===== src/rtl/sram_march_bist.sv =====
// March-style BIST for an external async SRAM: write P, verify P, write ~P, verify ~P over all addresses.
// Latency: done rises 2*N*(3+2*WAIT_CYC)+4 cycles after the accepting start; all bus outputs are registered.
// Backpressure: none; start is a single-cycle request that is ignored while busy.
module sram_march_bist #(
    parameter int ADDR_W   = 19,
    parameter int DATA_W   = 8,
    parameter int WAIT_CYC = 2,
    parameter int ERR_W    = 16
) (
    input  logic              clk,
    input  logic              rst_n,
    input  logic              start,
    input  logic [1:0]        pattern,
    output logic              busy,
    output logic              done,
    output logic              pass,
    output logic [ERR_W-1:0]  err_count,
    output logic [ADDR_W-1:0] fail_addr,
    output logic [DATA_W-1:0] fail_data,
    output logic [ADDR_W-1:0] sram_addr,
    output logic              sram_ce_n,
    output logic              sram_oe_n,
    output logic              sram_we_n,
    output logic [DATA_W-1:0] sram_d_o,
    output logic              sram_d_oe,
    input  logic [DATA_W-1:0] sram_d_i
);

    localparam int                CNT_W     = (WAIT_CYC > 1) ? $clog2(WAIT_CYC) : 1;
    localparam logic [CNT_W-1:0]  CNT_LAST  = CNT_W'(WAIT_CYC - 1);
    localparam logic [ADDR_W-1:0] ADDR_LAST = '1;
    localparam logic [ERR_W-1:0]  ERR_MAX   = '1;

    typedef enum logic [2:0] {
        IDLE,
        WR_SETUP,
        WR_PULSE,
        WR_HOLD,
        RD_ADDR,
        RD_WAIT,
        TURN,
        DONE
    } state_t;

    state_t              state_q, state_d;
    logic [1:0]          pass_q, pass_d;
    logic [1:0]          pat_q, pat_d;
    logic [ADDR_W-1:0]   addr_q, addr_d;
    logic [CNT_W-1:0]    cnt_q, cnt_d;
    logic [ERR_W-1:0]    err_q, err_d;
    logic [ADDR_W-1:0]   fail_addr_q, fail_addr_d;
    logic [DATA_W-1:0]   fail_data_q, fail_data_d;
    logic                busy_q, busy_d;
    logic                done_q, done_d;
    logic                ce_n_q, ce_n_d;
    logic                oe_n_q, oe_n_d;
    logic                we_n_q, we_n_d;
    logic                d_oe_q, d_oe_d;
    logic [DATA_W-1:0]   d_o_q, d_o_d;
    logic [DATA_W-1:0]   exp_dat;
    logic [DATA_W-1:0]   wr_dat;

    function automatic logic [DATA_W-1:0] pattern_data(input logic [1:0] pat,
                                                       input logic [ADDR_W-1:0] a);
        logic [DATA_W-1:0] v;
        v = '0;
        case (pat)
            2'd0: v = '0;
            2'd1: v = '1;
            2'd2: begin
                // 0xAA on even addresses, 0x55 on odd, replicated across the word
                for (int i = 0; i < DATA_W; i++) begin
                    v[i] = a[0] ^ i[0];
                end
            end
            default: v = DATA_W'(a);
        endcase
        return v;
    endfunction

    // Second half of the march (pass index 2 and 3) works on the inverted pattern.
    assign exp_dat = pattern_data(pat_q, addr_q) ^ {DATA_W{pass_q[1]}};
    assign wr_dat  = pattern_data(pat_d, addr_d) ^ {DATA_W{pass_d[1]}};

    always_comb begin
        state_d     = state_q;
        pass_d      = pass_q;
        pat_d       = pat_q;
        addr_d      = addr_q;
        cnt_d       = cnt_q;
        err_d       = err_q;
        fail_addr_d = fail_addr_q;
        fail_data_d = fail_data_q;
        busy_d      = busy_q;
        done_d      = done_q;
        case (state_q)
            IDLE, DONE: begin
                if (start) begin
                    pat_d       = pattern;
                    err_d       = '0;
                    fail_addr_d = '0;
                    fail_data_d = '0;
                    done_d      = 1'b0;
                    busy_d      = 1'b1;
                    pass_d      = 2'd0;
                    addr_d      = '0;
                    cnt_d       = '0;
                    state_d     = WR_SETUP;
                end
            end
            WR_SETUP: begin
                cnt_d   = '0;
                state_d = WR_PULSE;
            end
            WR_PULSE: begin
                if (cnt_q == CNT_LAST) begin
                    state_d = WR_HOLD;
                end else begin
                    cnt_d = cnt_q + 1'b1;
                end
            end
            WR_HOLD: begin
                addr_d  = addr_q + 1'b1;
                state_d = (addr_q == ADDR_LAST) ? TURN : WR_SETUP;
            end
            RD_ADDR: begin
                cnt_d   = '0;
                state_d = RD_WAIT;
            end
            RD_WAIT: begin
                if (cnt_q == CNT_LAST) begin
                    if (sram_d_i != exp_dat) begin
                        // err_q only returns to zero on a new start, so zero marks the first miss
                        if (err_q == '0) begin
                            fail_addr_d = addr_q;
                            fail_data_d = sram_d_i;
                        end
                        if (err_q != ERR_MAX) begin
                            err_d = err_q + 1'b1;
                        end
                    end
                    addr_d  = addr_q + 1'b1;
                    state_d = (addr_q == ADDR_LAST) ? TURN : RD_ADDR;
                end else begin
                    cnt_d = cnt_q + 1'b1;
                end
            end
            TURN: begin
                if (pass_q == 2'd3) begin
                    busy_d  = 1'b0;
                    done_d  = 1'b1;
                    state_d = DONE;
                end else begin
                    pass_d  = pass_q + 2'd1;
                    state_d = pass_q[0] ? WR_SETUP : RD_ADDR;
                end
            end
            default: state_d = IDLE;
        endcase
    end

    // Bus controls are decoded from the next state so the pins come straight from flops.
    always_comb begin
        ce_n_d = 1'b1;
        oe_n_d = 1'b1;
        we_n_d = 1'b1;
        d_oe_d = 1'b0;
        d_o_d  = d_o_q;
        case (state_d)
            WR_SETUP: begin
                ce_n_d = 1'b0;
                d_oe_d = 1'b1;
                d_o_d  = wr_dat;
            end
            WR_PULSE: begin
                ce_n_d = 1'b0;
                we_n_d = 1'b0;
                d_oe_d = 1'b1;
            end
            WR_HOLD: begin
                ce_n_d = 1'b0;
                d_oe_d = 1'b1;
            end
            RD_ADDR, RD_WAIT: begin
                ce_n_d = 1'b0;
                oe_n_d = 1'b0;
            end
            TURN: ce_n_d = 1'b0;
            default: ce_n_d = 1'b1;
        endcase
    end

    always_ff @(posedge clk or negedge rst_n) begin
        if (!rst_n) begin
            state_q     <= IDLE;
            pass_q      <= 2'd0;
            pat_q       <= 2'd0;
            addr_q      <= '0;
            cnt_q       <= '0;
            err_q       <= '0;
            fail_addr_q <= '0;
            fail_data_q <= '0;
            busy_q      <= 1'b0;
            done_q      <= 1'b0;
            ce_n_q      <= 1'b1;
            oe_n_q      <= 1'b1;
            we_n_q      <= 1'b1;
            d_oe_q      <= 1'b0;
            d_o_q       <= '0;
        end else begin
            state_q     <= state_d;
            pass_q      <= pass_d;
            pat_q       <= pat_d;
            addr_q      <= addr_d;
            cnt_q       <= cnt_d;
            err_q       <= err_d;
            fail_addr_q <= fail_addr_d;
            fail_data_q <= fail_data_d;
            busy_q      <= busy_d;
            done_q      <= done_d;
            ce_n_q      <= ce_n_d;
            oe_n_q      <= oe_n_d;
            we_n_q      <= we_n_d;
            d_oe_q      <= d_oe_d;
            d_o_q       <= d_o_d;
        end
    end

    assign busy      = busy_q;
    assign done      = done_q;
    assign pass      = done_q && (err_q == '0);
    assign err_count = err_q;
    assign fail_addr = fail_addr_q;
    assign fail_data = fail_data_q;
    assign sram_addr = addr_q;
    assign sram_ce_n = ce_n_q;
    assign sram_oe_n = oe_n_q;
    assign sram_we_n = we_n_q;
    assign sram_d_o  = d_o_q;
    assign sram_d_oe = d_oe_q;

endmodule


===== config.mk =====
export PLATFORM = sky130hd
export DESIGN_NAME = sram_march_bist
export DESIGN_NICKNAME = d
export VERILOG_FILES = /design/src/rtl/sram_march_bist.sv
export SDC_FILE = /design/constraint.sdc
export NUM_CORES = 1
export LEC_CHECK = 0
export CAP_MARGIN = 20
export CORE_MARGIN = 3
export CORE_UTILIZATION = 48
export DETAILED_ROUTE_END_ITERATION = 12
export PLACE_DENSITY = 0.73
export SLEW_MARGIN = 10
export SYNTH_ARGS = -nofsm -noshare
export SYNTH_HDL_FRONTEND = slang
export SYNTH_SLANG_ARGS = --single-unit

===== constraint.sdc =====
create_clock -name clk -period 7.11 [get_ports clk]
set_input_delay 1.0665 -clock clk [delete_from_list [all_inputs] [get_ports clk]]
set_output_delay 1.0665 -clock clk [all_outputs]
set_load 0.03 [all_outputs]

==> results.yml <==
logic_synthesis:
  synthArstFlopShare_pct: 100
  synth-edff-count: 0
  synth_top_family_by_area: "simple AND/OR/NAND/NOR gates"
  synthAdderAreaFrac_pct: 0.768
  synth_flop_cell: "dfrtp_1"
  syn_area_per_cell_um2: 9.36
  synth_cell_types: 66
  yosys.area_share.xor_xnor_pct: 5.20
  synth_top_area_share_pct: 41.5
  yosysSeqAreaShare_pct: 43.1
  synth-simple-area-share_pct: 18.8
  synth_compound_area_share_pct: 17.7
  ys_top_cells_by_area: "dfrtp_1 41%, mux2i_1 5.5%, nand2_1 4.0%"
  syn_inst: 522
  yosysTopAreaCell: "dfrtp_1"
  muxShareOfSynthArea_pct: 7.61
  ys_ff_latch: 84
  yosysWarnings: 0
  syn_area_mm2: 0.00488
  syn_nets: 538
cts:
  clock_path_buffers: 2
  clkLatencyLatePin_ns: 0.36
  ctsResizeCount: 0
  path_clk_slew_ns: 0.08
  cts_tree: "done"
  cts_num_sinks: 84
  cts.root.buffer_cell: "clkbuf_8"
  cts_hold_buf: 0
  cts_setup_buffers: 0
  cts_buffers: 9
  htree_levels: 3
routing:
  drt-total-wl_um: 12000
  via_count: 4175
  wl_per_cell_um: 16.4
  viasPerCell: 5.71
  firstDrtPassIters: 4
  antenna_left: 0
  drt_iter0_markers: 229
  drc: 0
global_routing:
  grt_pass1_vias: 3871
  antenna_found_initial: 0
  grt_max_degree: 85
  grt.total_usage_pct: 21.7
  overflow: 0
  grt_pass1_wl_um: 20100
pwr:
  pwr_density_cell_mw_per_mm2: 310
  total_power_w: 0.00186
  power.leakage_nw: 2.55
  peakVddDrop_v: 0.000268
worst_setup_path:
  path_cells: "clkdlybuf4s50_1 -> xor2_1 -> or4_4 -> o22ai_4 -> a221o_2 -> mux2_2"
  r2r_start: "sram_addr[0]"
  cp_max_fo: 27
  crit_type: "primary input to flop"
  slowest_delay_ns: 0.81
  critPathRequiredTime_ns: 7.36
  cp_slowest_cell: "a221o_2"
  cp-end-kind: "flop"
  crit_path_start_kind: "primary input"
  arrival_ns: 3.94
  critPathLaunch: "sram_d_i[1]"
timing:
  finalSetupViolCount: 0
  max_freq_mhz: 271
  tns_ns: 0
  period_needed_ns: 3.69
  fin_worst_skew_ns: 0.0104
  rsz0062_at_grt: "no"
  relSlewSlack_pct: 32.7
  fin_crit_sh_pct: 51.9
  tightest_slew_ns: 1.01
  hold_viol: 0
  finalMaxSlewViolations: 0
finish:
  layout-drive-gt1-share_pct: 8.53
  n_antenna_cell: 0
  mostFrequentLayoutCells: "88 x clkdlybuf4s50_1, 81 x dfrtp_1, 52 x nand2_1"
  regArea_mm2: 0.00211
  stdcell_area_mm2: 0.00600
  final_common_cell: "clkdlybuf4s50_1"
  multi_input_area_mm2: 0.00245
  num-fill-cells: 891
  syn_to_final_growth_pct: 22.8
  final_nets: 610
min_path:
  worstHoldStart: "sram_d_o[0]"
  hold_path_class: "flop to flop"
floorplanning:
  start_util_pct: 49.7
  die_w_um: 107
  core_area_mm2: 0.00982
  io_pins: 90
  num_rows: 36
  die_area_mm2: 0.0114
  dieHeight_um: 107
place:
  gp_congestion: 0.892
  placed_area_mm2: 0.00578
  dp_hpwl_um: 8330
  portBuffers: 89
status:
  outcome: "finished clean"
flow_run:
  maxCapViolCount: 0
-- kinds of logic after synthesis --
| family | count (synthesis) |
|---|---|
| flip-flops | 84 |
| buffers and inverters | 72 |
| AO/OA/AOI/OAI | 125 |
| XOR/XNOR | 29 |
| multiplexers | 36 |
| AND/OR/NAND/NOR | 173 |
| adder cells (fa/ha/maj) | 3 |
-- where the power goes --
part           internal (W)  switching (W)  total (W)
combinational      0.000382       0.000474   0.000856
sequential         0.000547       0.000114   0.000661
clock              0.000170       0.000172   0.000341
-- worst paths after layout --
| kind | slack (ns) | endpoint | depth (start not counted) |
|---|---|---|---|
| max in group asynchronous | 5.85 | sram_ce_n | 2 |
| worst max-delay path | 3.42 | fail_addr[8] | 6 |
| worst max register to register | 3.51 | fail_addr[8] | 7 |
| worst min register to register | 0.51 | sram_d_o[0] | 1 |
| min in group asynchronous | 0.59 | err_count[1] | 1 |
| worst min-delay path | 0.51 | sram_d_o[0] | 1 |
-- per-layer routing --
layer	GRT usage (%)	routed length, um	up-vias
met4	8.77	303	0
met2	32.7	5550	136
li1	-	-	2010
met3	3.19	612	23
met1	31.5	5510	2006
met5	0	0	-
-- cell type report --
cell class | instances | area share, %
Tap cell | 133 | 2.77
Multi-Input combinational cell | 366 | 40.8
Timing Repair Buffer | 92 | 15.5
Clock inverter | 4 | 0.834
Clock buffer | 11 | 2.36
Inverter | 41 | 2.57
Sequential cell | 84 | 35.1
-- registers in the layout, summed over array words and instances (netlist names), 2 cells and up --
| signal | flops |
|---|---|
| pass_q | 2 |
| state_q | 3 |
| pat_q | 2 |
| err_count | 16 |
| fail_addr | 19 |
| fail_data | 8 |
| sram_d_o | 8 |
| sram_addr | 19 |
-- critical path, delay by kind of cell --
| family | cells | cell delay (ns) |
|---|---|---|
| buf+inv | 1 | 0.44 |
| mux | 1 | 0.41 |
| simple gates | 1 | 0.57 |
| xor+xnor | 1 | 0.19 |
| compound gates | 2 | 1.25 |
-- cell usage after synthesis, types with 8 or more instances --
library cell / instances
dfrtp_1: 81
nand2_1: 52
inv_1: 40
mux2i_1: 27
o21ai_0: 26
nor2_1: 23
nand3_1: 22
a21oi_1: 21
xor2_1: 16
buf_2: 14
xnor2_1: 13
clkbuf_1: 12
a31oi_1: 11
nand4_1: 11
o22ai_1: 10
and3_1: 9
mux2_2: 9
and2_1: 8
-- stage by stage --
step	utilization [%]	worst slack, ns	std cells	hold slack (ns)
after detailed placement	58.9	3.04	715	0.498
after global routing	61.1	3.30	731	0.528
after global placement	58.9	3.09	715	0.493
after floorplan	-	4.17	522	0.552
after CTS	60.8	3.42	730	0.513
final	61.1	3.42	731	0.513
Note: power is estimated with default switching activity, not from simulation.
